===== config.mk =====
export PLATFORM = sky130hd
export DESIGN_NAME = ex_mem_pipe_reg
export DESIGN_NICKNAME = d
export VERILOG_FILES = /design/src/rtl/spu_pipe_pkg.sv /design/src/rtl/pipe_skid_buf.sv /design/src/rtl/ex_mem_pipe_reg.sv
export SDC_FILE = /design/constraint.sdc
export NUM_CORES = 2
export LEC_CHECK = 0
export CORE_AREA = 5 5 417 419
export DETAILED_ROUTE_END_ITERATION = 8
export DIE_AREA = 0 0 422 424
export GPL_TIMING_DRIVEN = 0
export REMOVE_ABC_BUFFERS = 1
export SYNTH_ARGS = -nofsm -noshare
export SYNTH_HDL_FRONTEND = slang
export SYNTH_HIERARCHICAL = 1
export SYNTH_SLANG_ARGS = --single-unit

===== constraint.sdc =====
create_clock -name clk -period 3.2 [get_ports clk]
set_clock_uncertainty 0.2 [all_clocks]
set_input_delay 0.32 -clock clk [delete_from_list [all_inputs] [get_ports clk]]
set_output_delay 0.32 -clock clk [all_outputs]
set_load 0.01 [all_outputs]

===== src/rtl/spu_pipe_pkg.sv =====
// Shared types and constants for the SPU pipeline registers.
package spu_pipe_pkg;

  localparam int unsigned SPU_DATA_W = 128;
  localparam int unsigned SPU_RT_W   = 7;

  typedef struct packed {
    logic mem_to_reg;
    logic reg_we;
    logic mem_rd;
    logic mem_wr;
  } lane_ctrl_t;

  typedef enum logic [1:0] {
    EMPTY = 2'd0,
    ONE   = 2'd1,
    FULL  = 2'd2
  } skid_state_t;

  function automatic lane_ctrl_t gate_ctrl(input logic en, input lane_ctrl_t c);
    return en ? c : '0;
  endfunction

endpackage


===== src/rtl/pipe_skid_buf.sv =====
// Generic 2-entry skid buffer: main register drives the output, skid catches
// the bundle accepted in the cycle in_ready drops.
module pipe_skid_buf
  import spu_pipe_pkg::*;
#(
  parameter int unsigned PAYLOAD_W = 8
) (
  input  logic                 clk,
  input  logic                 reset,
  input  logic                 flush,
  input  logic                 in_valid,
  output logic                 in_ready,
  input  logic [PAYLOAD_W-1:0] in_data,
  output logic                 out_valid,
  input  logic                 out_ready,
  output logic [PAYLOAD_W-1:0] out_data
);

  skid_state_t          state;
  logic [PAYLOAD_W-1:0] main_q;
  logic [PAYLOAD_W-1:0] skid_q;
  logic                 push;
  logic                 pop;

  assign push     = in_valid & in_ready;
  assign pop      = out_valid & out_ready;
  assign out_data = main_q;

  always_ff @(posedge clk or negedge reset) begin
    if (!reset) begin
      state     <= EMPTY;
      in_ready  <= 1'b1;
      out_valid <= 1'b0;
      main_q    <= '0;
      skid_q    <= '0;
    end else if (flush) begin
      // A pop in this cycle has already been seen by MEM; any push is dropped.
      state     <= EMPTY;
      in_ready  <= 1'b1;
      out_valid <= 1'b0;
    end else begin
      case (state)
        EMPTY: begin
          if (push) begin
            main_q    <= in_data;
            state     <= ONE;
            out_valid <= 1'b1;
          end
        end
        ONE: begin
          if (push && !pop) begin
            skid_q   <= in_data;
            state    <= FULL;
            in_ready <= 1'b0;
          end else if (pop && !push) begin
            state     <= EMPTY;
            out_valid <= 1'b0;
          end else if (push && pop) begin
            main_q <= in_data;
          end
        end
        FULL: begin
          if (pop) begin
            main_q   <= skid_q;
            state    <= ONE;
            in_ready <= 1'b1;
          end
        end
        default: begin
          state     <= EMPTY;
          in_ready  <= 1'b1;
          out_valid <= 1'b0;
        end
      endcase
    end
  end

endmodule


===== src/rtl/ex_mem_pipe_reg.sv =====
// EX->MEM pipeline register: per-lane kill and control gating around a skid buffer.
// Optional perf counters enabled with EX_MEM_PERF_EN.
module ex_mem_pipe_reg
  import spu_pipe_pkg::*;
#(
  parameter int unsigned LANES  = 2,
  parameter int unsigned DATA_W = SPU_DATA_W,
  parameter int unsigned RT_W   = SPU_RT_W,
  parameter int unsigned CNT_W  = 32
) (
  input  logic                    clk,
  input  logic                    reset,
  input  logic                    flush,
  input  logic                    in_valid,
  output logic                    in_ready,
  input  logic [LANES-1:0]        in_lane_kill,
  input  logic [LANES-1:0]        in_mem_to_reg,
  input  logic [LANES-1:0]        in_reg_we,
  input  logic [LANES-1:0]        in_mem_rd,
  input  logic [LANES-1:0]        in_mem_wr,
  input  logic [LANES*DATA_W-1:0] in_result,
  input  logic [LANES*DATA_W-1:0] in_rc_data,
  input  logic [LANES*RT_W-1:0]   in_rt_addr,
  output logic                    out_valid,
  input  logic                    out_ready,
  output logic [LANES-1:0]        out_lane_valid,
  output logic [LANES-1:0]        out_mem_to_reg,
  output logic [LANES-1:0]        out_reg_we,
  output logic [LANES-1:0]        out_mem_rd,
  output logic [LANES-1:0]        out_mem_wr,
  output logic [LANES*DATA_W-1:0] out_result,
  output logic [LANES*DATA_W-1:0] out_rc_data,
  output logic [LANES*RT_W-1:0]   out_rt_addr
`ifdef EX_MEM_PERF_EN
  ,
  output logic [CNT_W-1:0]        perf_stall_cnt,
  output logic [CNT_W-1:0]        perf_flush_cnt
`endif
);

  localparam int unsigned LANE_W    = 1 + $bits(lane_ctrl_t) + 2 * DATA_W + RT_W;
  localparam int unsigned PAYLOAD_W = LANES * LANE_W;

  logic [PAYLOAD_W-1:0] in_pack;
  logic [PAYLOAD_W-1:0] out_pack;

  for (genvar i = 0; i < LANES; i++) begin : g_lane
    lane_ctrl_t        in_ctrl;
    lane_ctrl_t        st_ctrl;
    lane_ctrl_t        gated;
    logic              st_lv;
    logic [DATA_W-1:0] st_res;
    logic [DATA_W-1:0] st_rc;
    logic [RT_W-1:0]   st_rt;

    assign in_ctrl = '{mem_to_reg: in_mem_to_reg[i], reg_we: in_reg_we[i],
                       mem_rd: in_mem_rd[i], mem_wr: in_mem_wr[i]};

    assign in_pack[i*LANE_W +: LANE_W] = {~in_lane_kill[i], in_ctrl,
                                          in_result[i*DATA_W +: DATA_W],
                                          in_rc_data[i*DATA_W +: DATA_W],
                                          in_rt_addr[i*RT_W +: RT_W]};

    assign {st_lv, st_ctrl, st_res, st_rc, st_rt} = out_pack[i*LANE_W +: LANE_W];

    assign gated = gate_ctrl(out_valid & st_lv, st_ctrl);

    assign out_lane_valid[i]              = st_lv;
    assign out_mem_to_reg[i]              = gated.mem_to_reg;
    assign out_reg_we[i]                  = gated.reg_we;
    assign out_mem_rd[i]                  = gated.mem_rd;
    assign out_mem_wr[i]                  = gated.mem_wr;
    assign out_result[i*DATA_W +: DATA_W] = st_res;
    assign out_rc_data[i*DATA_W +: DATA_W] = st_rc;
    assign out_rt_addr[i*RT_W +: RT_W]    = st_rt;
  end

  pipe_skid_buf #(
    .PAYLOAD_W (PAYLOAD_W)
  ) u_skid (
    .clk       (clk),
    .reset     (reset),
    .flush     (flush),
    .in_valid  (in_valid),
    .in_ready  (in_ready),
    .in_data   (in_pack),
    .out_valid (out_valid),
    .out_ready (out_ready),
    .out_data  (out_pack)
  );

`ifdef EX_MEM_PERF_EN
  // out_valid is high exactly when the buffer state is not EMPTY.
  always_ff @(posedge clk or negedge reset) begin
    if (!reset) begin
      perf_stall_cnt <= '0;
      perf_flush_cnt <= '0;
    end else begin
      if (out_valid && !out_ready && perf_stall_cnt != '1)
        perf_stall_cnt <= perf_stall_cnt + CNT_W'(1);
      if (flush && out_valid && perf_flush_cnt != '1)
        perf_flush_cnt <= perf_flush_cnt + CNT_W'(1);
    end
  end
`endif

endmodule


==> impl_metrics.ini <==
[status]
run_status = complete, but fails checks
violated_checks = negative hold slack, negative setup slack

[grt]
groute.usage.overall_pct = 17.9
grt_start_max_net_pins = 161
first_pass_grt_wire_length_um = 247000
antenna_found_initial = 50
vias_in_the_first_global_route = 38032
grt_overflow_total = 0

[critical_path]
crit_buf_inv = 2
critical_path_required_ns = 3.64
critical_path.reg2reg.endpoint = u_skid/skid_q[440]
timing_worst_setup_path_type = flop to flop
critical_path.cell_chain = a21boi_4 > or4b_4 > buf_16 > buf_16 > mux2_2
worst_setup_path_end_kind = flop
cpMaxStageDelayCell = dfrtp_4
timing.reg2reg.worst_path_depth = 5
reg2reg_setup_slack_ns = -0.04
critPathLaunchType = flop
worst_path_largest_cell_delay_ns = 0.59
critical-path-top-cell-by-count = buf_16
wp_data_arrival_ns = 3.68
critical_path.reg2reg.startpoint = u_skid/out_valid
critical-path-top-delay-family = flip-flops
critical_path.max_fanout = 159

[clock_tree]
max-clock-path-buffers = 3
cts.clk_slew.worst_paths_ns = 0.06
tritoncts = built
cts-root-buf = clkbuf_16
ctsHtreeMaxLevel = 4
tritoncts_buffer_count = 131
clkSinkCount = 1076
cts_hold_buf = 535
worst_skew_pair.late_latency_ns = 0.79

[yosys]
netlist_area_pre_place_um2 = 44000
ys_top_cells_by_area = dfrtp_1, mux2_2, nand2_1
asyncSetResetFlopFracSynth_pct = 100
number_of_warnings_issued_by_yosys = 6
synth_top_flop_cell = dfrtp_1
seq_area_frac_synth_pct = 61.2
post_synth.cell_area_avg_um2 = 10.8
synth_enable_flop_cells = 0
synth.most_common_cell = dfrtp_1
netlist.area_leader.share_pct = 61.2
synth_top_cell_by_area = dfrtp_1
netlist_top_cells_count = dfrtp_1, nand2_1, nor2_1
ys_seq_elements = 1076
netlist-cell-type-count = 26
syn-instance-count = 4089

[finish]
multi_input_comb_area_um2 = 15900
num-fill-cells = 16040
area_delta_synth_final_pct = 55.8
regArea_um2 = 26900
proportion_of_layout_cells_with_a_drive_suffix_above_1_pct = 14.9
final_design_area_no_fill_um2 = 68500
finalNetCount = 6187
count_of_non_filler_cells_in_the_finished_layout = 8004

[detailed_routing]
dr_total_vias = 37219
routed_wire_length_per_instance_um = 20.9
detail_route.drc_violations = 0
drt_first_pass_iters = 5
postRouteWirelength_um = 167000
drt.antenna.violating_nets = 0
dr.first_iter.drc_count = 2567
route.detailed.vias_per_inst = 4.65

[power]
power.density_cell_area_nw_per_um2 = 884
power.clock.fraction_pct = 24.7
vdd_drop_max_v = 0.000602
power.net_switching_w = 0.0196
share_comb_of_total_power_pct = 35.3
seq_power_share_pct = 40.1
sw_ratio_pct = 32.3
leakage_power_of_the_design_nw = 28.9
cell_internal_power_dissipation_w = 0.0410
power.total_w = 0.0606

[timing]
final-setup-viol-count = 26
whs_ns = -0.323
hold_viol_final = 247
worst_slew_pin_slew_ns = 1.20
rsz0062_at_grt = false
max-slew-margin-rel_pct = 19.9
report.final.slew_viol_count = 0
layout_min_cycle_time_ns = 3.24
post-route-worst-setup-slack_ns = -0.0432
final_min_period_over_clock_period_pct = 101
maxClockFrequency_ghz = 0.308

[run]
maxCapViolations = 0

[placed_design]
placedCellCount = 7198
place_hpwl_um = 116000
post_dp_cell_area_um2 = 58500
port_bufs = 1078
gp_congestion = 0.883

[floorplan]
die_h_um = 424
ios = 1079
rows = 152
core_area_um2 = 170000
floorplan.die.width_um = 422
initial_utilization_pct = 25.8
die_area_um2 = 179000

[min_path]
min-delay-path-class = input port to asynchronous set/reset pin
==> repair_timing <==
item | 4_1_cts | 5_1_grt
resized for setup | 14 | 3
setup buffers | 8 | 5
setup endpoints to repair | 556 | 135
gates cloned | 5 | 4
endpoints found under the hold margin | 1394 | 247
pin swaps | 2 | 0
==> cells in the final DEF (no fill, tap or decap), types with 2 or more instances in the layout <==
master           netlist  layout
clkinv_2               0      19
dfrtp_4                0       2
nor2_1               539     539
clkbuf_16              0     141
buf_16                 0      57
mux2_4                40      40
bufinv_16              0       7
a21oi_1                4       4
diode_2                0      31
buf_4                  0      13
buf_8                  0      16
a31oi_1              536     536
clkinv_8               0       4
inv_6                  0       2
dfrtp_1             1075    1072
inv_1                  3       3
and3_1                 8       8
mux2_2               496     496
dlygate4sd3_1          0     530
buf_12                 0      21
bufbuf_16              0       3
clkbuf_8               0      18
clkdlybuf4s50_1        0    1077
o21bai_1               2       2
clkbuf_1             204      37
nand2_1             1073    1072
==> worst max path at each step <==
stage | from | cells past startpoint | slack (ns) | end
after floorplan | u_skid/in_ready | 3 | -56.89 | u_skid/out_data[0]
after global placement | flush | 4 | -94.57 | u_skid/out_data[225]
after detailed placement | flush | 15 | -1.33 | u_skid/out_data[185]
after CTS | u_skid/state[1] | 13 | 0.006 | u_skid/out_data[53]
after global routing | u_skid/state[1] | 12 | 0.002 | u_skid/out_data[309]
final | u_skid/out_valid | 5 | -0.04 | u_skid/skid_q[440]
==> power groups by stage <==
stage               Sequential (W)  Clock (W)  Combinational, W
finish                      0.0243     0.0150            0.0214
global route                0.0250     0.0160            0.0229
CTS                         0.0242     0.0155            0.0215
detailed placement          0.0243          0            0.0207
global placement            0.0207          0            0.0125
floorplan                   0.0212          0           0.00806
==> layout make-up <==
cell class	count	share of cell area, %
tap	2233	4.08
timing repair buffer	1720	27.1
clock buffer	193	5.60
inverter	3	0.0164
sequential	1076	39.3
antenna	31	0.113
clock inverter	34	0.639
multi-input combinational	2714	23.1
==> worst register-to-register path, cell delays in order, from the launching register on <==
cell,delay [ns]
dfrtp_4,0.59
a21boi_4,0.24
or4b_4,0.58
buf_16,0.25
buf_16,0.31
mux2_2,0.95
==> sequential cells by signal, summed over array words and instances (netlist names) <==
register,flops
u_skid/state,2
u_skid/skid_q,536
u_skid/out_data,536
u_skid/in_ready,1
u_skid/out_valid,1
==> metal layers <==
metal,GRT usage (%),up-vias,part of all wire [%]
met5,0,-,0.014
met4,8.53,4,4.6
met3,4.92,373,6.5
met2,29.4,1206,48
met1,22.0,18608,41
li1,-,17028,-
==> cells by family after synthesis <==
logic type / Yosys count / synth area share [%]
AOI/OAI and AO/OA: 546 / 7.78
xor gates and xnor gates: 1 / 0.0199
buffers and inverters: 302 / 2.92
DFF: 1076 / 61.2
muxes: 536 / 14.1
and+or+nand+nor: 1628 / 14.0
==> metrics by stage <==
stage	setup TNS, ns	utilization, %	worst slack [ns]
after global routing	0	40.3	0.00211
after detailed placement	-411.71	34.4	-1.33
after floorplan	-	-	-56.89
final	-0.196	40.3	-0.0432
after global placement	-	33.1	-94.57
after CTS	0	40.2	0.00577
No activity file was read; power rests on OpenSTA's default activity.
